--- src/rtl/axil_reg_if_rd.sv ---
// AXI4-Lite read slave that bridges single reads onto a simple register
// read port (enable / data / wait / ack). Only one read is in flight at a
// time. A read that the register side neither acknowledges nor extends
// with reg_rd_wait returns SLVERR after TIMEOUT cycles.
module axil_reg_if_rd #(
  parameter int DATA_WIDTH = 32,
  parameter int ADDR_WIDTH = 32,
  parameter int STRB_WIDTH = DATA_WIDTH / 8,
  parameter int TIMEOUT    = 16
) (
  input  logic                  clk,
  input  logic                  rst,

  input  logic [ADDR_WIDTH-1:0] s_axil_araddr,
  input  logic [2:0]            s_axil_arprot,
  input  logic                  s_axil_arvalid,
  output logic                  s_axil_arready,
  output logic [DATA_WIDTH-1:0] s_axil_rdata,
  output logic [1:0]            s_axil_rresp,
  output logic                  s_axil_rvalid,
  input  logic                  s_axil_rready,

  output logic [ADDR_WIDTH-1:0] reg_rd_addr,
  output logic                  reg_rd_en,
  input  logic [DATA_WIDTH-1:0] reg_rd_data,
  input  logic                  reg_rd_wait,
  input  logic                  reg_rd_ack
);

  // Byte-offset bits below the word boundary are cleared on the register side.
  localparam int ADDR_LSB = (STRB_WIDTH > 1) ? $clog2(STRB_WIDTH) : 0;
  localparam logic [ADDR_WIDTH-1:0] ADDR_MASK =
    ~((ADDR_WIDTH'(1) << ADDR_LSB) - ADDR_WIDTH'(1));

  // The counter needs $clog2(TIMEOUT+1) bits; keep at least one bit so the
  // TIMEOUT=0 (never time out) build still elaborates.
  localparam int CNT_W     = (TIMEOUT > 0) ? $clog2(TIMEOUT + 1) : 1;
  localparam int TO_LAST_I = (TIMEOUT > 0) ? TIMEOUT - 1 : 0;
  localparam logic [CNT_W-1:0] TO_LAST = TO_LAST_I[CNT_W-1:0];

  localparam logic [1:0] RESP_OKAY   = 2'b00;
  localparam logic [1:0] RESP_SLVERR = 2'b10;

  typedef enum logic [1:0] {
    S_IDLE = 2'd0,
    S_WAIT = 2'd1,
    S_RESP = 2'd2
  } state_t;

  state_t           state;
  logic [CNT_W-1:0] to_cnt;
  logic             timeout_fire;

  // Protection bits carry no meaning for a register read.
  logic unused_arprot;
  assign unused_arprot = ^s_axil_arprot;

  // Timeout fires on the last counted WAIT cycle unless the register side is
  // holding the access open with reg_rd_wait.
  assign timeout_fire = (TIMEOUT != 0) && !reg_rd_wait && (to_cnt == TO_LAST);

  // Transaction FSM with all interface outputs registered.
  // NOTE: every assignment here is non-blocking so all state and outputs
  // update together from the values seen at the same clock edge.
  always_ff @(posedge clk) begin
    if (rst) begin
      state          <= S_IDLE;
      s_axil_arready <= 1'b0;
      s_axil_rvalid  <= 1'b0;
      s_axil_rdata   <= '0;
      s_axil_rresp   <= RESP_OKAY;
      reg_rd_en      <= 1'b0;
      reg_rd_addr    <= '0;
      to_cnt         <= '0;
    end else begin
      case (state)
        S_IDLE: begin
          s_axil_arready <= 1'b1;
          if (s_axil_arvalid && s_axil_arready) begin
            s_axil_arready <= 1'b0;
            reg_rd_addr    <= s_axil_araddr & ADDR_MASK;
            reg_rd_en      <= 1'b1;
            to_cnt         <= '0;
            state          <= S_WAIT;
          end
        end

        S_WAIT: begin
          if (reg_rd_ack) begin
            // Ack takes priority over a timeout firing in the same cycle.
            reg_rd_en     <= 1'b0;
            s_axil_rdata  <= reg_rd_data;
            s_axil_rresp  <= RESP_OKAY;
            s_axil_rvalid <= 1'b1;
            state         <= S_RESP;
          end else if (timeout_fire) begin
            reg_rd_en     <= 1'b0;
            s_axil_rdata  <= '0;
            s_axil_rresp  <= RESP_SLVERR;
            s_axil_rvalid <= 1'b1;
            state         <= S_RESP;
          end else if (reg_rd_wait) begin
            to_cnt <= '0;
          end else begin
            to_cnt <= to_cnt + CNT_W'(1);
          end
        end

        S_RESP: begin
          // R beat holds until accepted; no new address is taken meanwhile.
          if (s_axil_rready) begin
            s_axil_rvalid  <= 1'b0;
            s_axil_arready <= 1'b1;
            state          <= S_IDLE;
          end
        end

        default: begin
          state          <= S_IDLE;
          s_axil_arready <= 1'b0;
          s_axil_rvalid  <= 1'b0;
          reg_rd_en      <= 1'b0;
        end
      endcase
    end
  end

endmodule

--- config.mk ---
export PLATFORM = sky130hd
export DESIGN_NAME = axil_reg_if_rd
export DESIGN_NICKNAME = d
export VERILOG_FILES = /design/src/rtl/axil_reg_if_rd.sv
export SDC_FILE = /design/constraint.sdc
export NUM_CORES = 1
export LEC_CHECK = 0
export CORE_MARGIN = 3
export CORE_UTILIZATION = 35
export DETAILED_ROUTE_END_ITERATION = 10
export PLACE_DENSITY = 0.76
export SYNTH_ARGS = -nofsm -noshare
export SYNTH_HDL_FRONTEND = slang
export SYNTH_SLANG_ARGS = --single-unit
--- constraint.sdc ---
create_clock -name clk -period 1.8 [get_ports clk]
set_clock_uncertainty 0.15 [all_clocks]
set_input_delay 0.18 -clock clk [delete_from_list [all_inputs] [get_ports clk]]
set_output_delay 0.18 -clock clk [all_outputs]
set_load 0.1 [all_outputs]
Word level (Yosys, flattened, before mapping). Cells that the tools add are included.

Bitwise logic cells: 3. Eq/ne operators: 8. Reduce and logical (&&, ||, !) cells: 13. Add/subtract/negate cells: 1. Mux-type cells: 24.

Operators by type and width (count): 2-to-1 mux 32 bit (2); 2-to-1 mux 5 bit (4); 2-to-1 mux 2 bit (5); case mux 5 bit (2 select lines) (1); case mux 1 bit (3 select lines) (3); AND reduction 3 bit (3); 2-to-1 mux 1 bit (8); inequality test 2 bit, second input constant (4); case mux 2 bit (3 select lines) (1); AND reduction 2 bit (3); adder 5 x 1 -> 5 bit, second input constant (1); == test 5 x 4 -> 1 bit, second input constant (1); AND reduction 4 bit (1); nonzero test 2 bit (2); inequality test 3 bit, second input constant (1); inverter 1 bit (3); == test 2 x 1 -> 1 bit, second input constant (1); == test 2 bit, second input constant (1); logical AND 1 bit (2); logical NOT 2 bit (1); logical NOT 1 bit (1).

Output and inout port bits: 69. Register bits after elaboration: 74. Word-level logic and storage cells: 57.

Depth between registers and ports, before layout.
Depth in word-level cells: 5. Gate-level depth with buffers: 8. Gate-level depth less buffers: 7.

Least setup slack after synthesis. Ideal clock, no wire load.

Path type: register -> register. Start point: register s_axil_arready. End point: register reg_rd_addr[21]. Clock period less this slack: 2.022 ns. Library setup time: 0.070 ns. Data arrival time: 1.802 ns. Data required time: 1.580 ns. Setup slack: -0.222 ns. Stages on the path, launching flop included: 6. Path through: dfxtp_1 -> nor4bb_1 -> clkbuf_1 -> buf_2 -> nand2_1 -> a21oi_1.

Cells in the longest elaborated chain, start to end: 2.

Ends and longest elaborated chain: start, declared (RTL line 17) `output logic s_axil_arready,`; start signal, assigned (RTL line 68) `s_axil_arready <= 1'b0;`; start signal, assigned (RTL line 78) `s_axil_arready <= 1'b1;`; start signal, assigned (RTL line 80) `s_axil_arready <= 1'b0;`; logical AND 1 bit (RTL line 79) `if (s_axil_arvalid && s_axil_arready) begin`; AND reduction 2 bit (no source line); end signal, assigned (RTL line 81) `reg_rd_addr <= s_axil_araddr & ADDR_MASK;`; end, declared (RTL line 23) `output logic [ADDR_WIDTH-1:0] reg_rd_addr,`.

No other way between the ends. A chain may end at the register's enable or synchronous reset.

Worst setup path after layout.
Start point: register to_cnt[1]. End point: register to_cnt[3].

Cells in the longest elaborated chain, start to end: 5. Elaborated cells on any way between the ends: 9. Classes of those cells: add/sub: 1; eq/ne: 2; mux: 4; reduce/logical: 2.

Ends and longest elaborated chain: start, declared (RTL line 51) `logic [CNT_W-1:0] to_cnt;`; start signal, assigned (RTL line 105) `to_cnt <= to_cnt + CNT_W'(1);`; adder 5 x 1 -> 5 bit (RTL line 105); 2-to-1 mux 5 bit (RTL line 102) `end else if (reg_rd_wait) begin`; 2-to-1 mux 5 bit (RTL line 96) `end else if (timeout_fire) begin`; 2-to-1 mux 5 bit (RTL line 89) `if (reg_rd_ack) begin`; case mux 5 bit (2 select lines) (RTL line 76) `case (state)`.

Parallel ways exist; a longest one is shown, timed or not. The select of a mux whose other input is x is not followed.

==> reports/qor.txt <==
Status -> finished with violations
Failing checks -> setup timing
Sw Pwr -> 1.34 mW
Clock transition at path regs -> 0.08 ns
Yosys warns -> 0
CTS tree -> done
Clock latency at the later pin of the worst-skew pair -> 0.34 ns
Peak supply drop -> 0.595 mV
Antenna-violating nets left -> 0
Power Density -> 814 nW/um^2
Gr usage total -> 19.1%
Required time worst endpoint -> 1.92 ns
Initial antenna violation count -> 0
Commonest non-fill, non-tap cell in the layout -> dfxtp_1
DR vias/cell -> 4.87
FILL cells -> 555
First-pass GRT wire length -> 13100 um
Row cnt -> 31
Initial core utilization -> 36.3%
Core ar. -> 7290 sq um
Clk sinks -> 73
Hold Crit Class -> in2reg
Final hold violations -> 0
Clock power share -> 32.3%
WL final -> 8230 um
Nets@finish -> 520
Final Power -> 4.25 mW
Worst setup SP type -> register
Synth Instances -> 302
Mean routed wirelength per cell -> 15.0 um
Top FF cell, synth -> dfxtp_1
Top delay family on crit path -> simple AND/OR/NAND/NOR gates
RD Place Congestion -> 0.732
Yosys top cell by area -> dfxtp_1
Crit share post-route -> 100%
Mapped cell area -> 2650 sq um
# DRC -> 0
Sequential Power Share -> 41.1%
Ant. Diodes -> 0
I/O pin count -> 142
Total grt overflow -> 0
Detailed placement HPWL -> 6010 um
Starting DRT DRC Count -> 108
Sw Ratio -> 31.5%
Final setup fails -> 1
Worst setup EP type -> register
Die area -> 8650 sq um
Slew Viols, Final -> 0
Max-cap violations -> 0
Final setup TNS -> -0.00193 ns
H-tree levels -> 3
Die H -> 93.0 um
Asr flop ratio synth -> 0%
Pint -> 2.91 mW
Pin count of the biggest net entering global routing -> 37
Maximum clock path buffer count -> 2
Average instance area after synthesis -> 8.77 sq um
CTS Buf Count -> 9
Number of synthesized flops with an enable pin -> 0
Max FO, Critical Path -> 3
Crit-path cells -> ha_4 -> and3_4 -> ha_4 -> nand2b_4 -> and3_4 -> or3_4 -> a31oi_1
RSZ-0062 raised after global routing -> yes
CP max stage delay -> 0.37 ns
Flops & latches, synth -> 73
Area growth syn-to-layout -> 97.2%
Vias in the first global route -> 2750
Layout cell share with drive strength beyond 1 -> 30.4%
WP data arrival -> 1.92 ns
Max Clk Rate -> 555 MHz
Pre-CTS setup slack -> -0.107 ns
Commonest non-fill, non-tap cells in the layout -> 70 x dfxtp_1, 69 x buf_12, 66 x clkdlybuf4s50_1, 61 x nand2_1, 37 x nor2_1
Synth cell types -> 35
Share of total power in combinational logic -> 26.6%
Top cells by area, synth -> dfxtp_1 55%, a22oi_1 9.1%, nand2_1 8.6%, a21oi_1 6.6%, nor2_1 5.2%
Die Wd -> 93.0 um
Worst setup path class -> reg2reg
P_leak -> 1.95 nW
# port buffers -> 133
Buffers & Inverters on Critical Path -> 0
Clock Tree Root -> clkbuf_8
Setup WS post-layout -> -0.00193 ns
Fin crit period -> 1.80 ns
Cts-stage hold buffer count -> 0
Pre-antenna DRT Iters -> 4
Post-synth top area share -> 55.1%
Register area share after synthesis -> 55.1%
Via Count -> 2671
Slowest-stage cell, CP -> or3_4
==> final timing paths <==
| check | slack (ns) | endpoint | cells past startpoint | startpoint |
|---|---|---|---|---|
| setup / recovery | -0.002 | to_cnt[3]$_SDFFE_PP0P_ | 7 | to_cnt[1]$_SDFFE_PP0P_ |
| hold / removal | 0.14 | to_cnt[0]$_SDFFE_PP0P_ | 5 | rst |
| setup reg to reg | -0.002 | to_cnt[3]$_SDFFE_PP0P_ | 7 | to_cnt[1]$_SDFFE_PP0P_ |
| hold reg to reg | 0.34 | reg_rd_addr[7]$_SDFFE_PP0P_ | 2 | reg_rd_addr[7]$_SDFFE_PP0P_ |
==> cells by family (layout without fill, tap and decap cells) <==
family | Yosys count | in the layout | share of synthesized area, %
and+or+nand+nor | 115 | 115 | 18.8
AOI/OAI and AO/OA | 78 | 78 | 18.6
DFF | 73 | 73 | 55.1
buffers and inverters | 31 | 177 | 5.57
adders and majority gates | 2 | 2 | 0.944
muxes | 2 | 2 | 0.803
other | 1 | 3 | 0.142
==> power by group through the flow <==
stage               logic, mW  clock network, mW  registers (mW)
floorplan               0.209                  0            2.19
global placement         1.11                  0            1.78
detailed placement       1.12                  0            1.79
CTS                      1.12               1.41            1.75
global route             1.18               1.48            1.76
finish                   1.13               1.37            1.75
==> per-stage QoR <==
stage | instance area (sq um) | std cells | util [%] | hold WS, ns
3_3_place_gp | 4910 | 532 | 67.4 | 0.321
2_1_floorplan | 2730 | 304 | - | 0.166
5_1_grt | 5230 | 549 | 71.7 | 0.148
4_1_cts | 5140 | 548 | 70.5 | 0.127
6_report | 5230 | 549 | 71.7 | 0.137
3_5_place_dp | 4910 | 532 | 67.4 | 0.334
==> cells in the mapped netlist, drive strengths merged (2+ instances only) <==
| master | number |
|---|---|
| clkbuf | 12 |
| a21oi | 35 |
| nor2 | 37 |
| nor3 | 3 |
| a211oi | 2 |
| a22oi | 32 |
| and3 | 2 |
| o21ai | 3 |
| buf | 14 |
| ha | 2 |
| dfxtp | 73 |
| nor2b | 3 |
| nand2 | 61 |
| nand2b | 2 |
| inv | 5 |
==> cell type report <==
type / instances / area (sq um) / share of cell area, %
clock buffer: 10 / 128 / 2.44
sequential: 73 / 1470 / 28.0
multi-input combinational: 200 / 1210 / 23.2
timing repair buffer: 156 / 2200 / 42.0
tap: 99 / 124 / 2.37
clock inverter: 6 / 82.6 / 1.58
inverter: 5 / 18.8 / 0.359
==> worst register-to-register path, delay by kind of cell, from the launching register on <==
family	cells	cell delay, ns
simple gates	4	0.76
fa+ha+maj	2	0.28
compound gates	1	0.17
flops	1	0.36
==> flip-flops by register name, indices dropped and copies added, names as in the netlist <==
name            cells
state               2
s_axil_arready      1
s_axil_rdata       32
reg_rd_en           1
to_cnt              5
s_axil_rvalid       1
reg_rd_addr        30
s_axil_rresp        1
==> layer usage <==
layer  part of all wire (%)  up-vias  track usage [%]
met4                    1.8        0             8.79
met1                     38     1265             20.5
met2                     55       90             35.0
li1                       -     1303                -
met5                      0        -                0
met3                    5.7       13             4.75
==> timing repair <==
action                     in CTS  in global routing
setup buffers                   0                  1
pin swaps                       4                  2
resized for setup               2                 16
setup endpoints to repair       4                 31
Power figures use the tool's default switching activity.
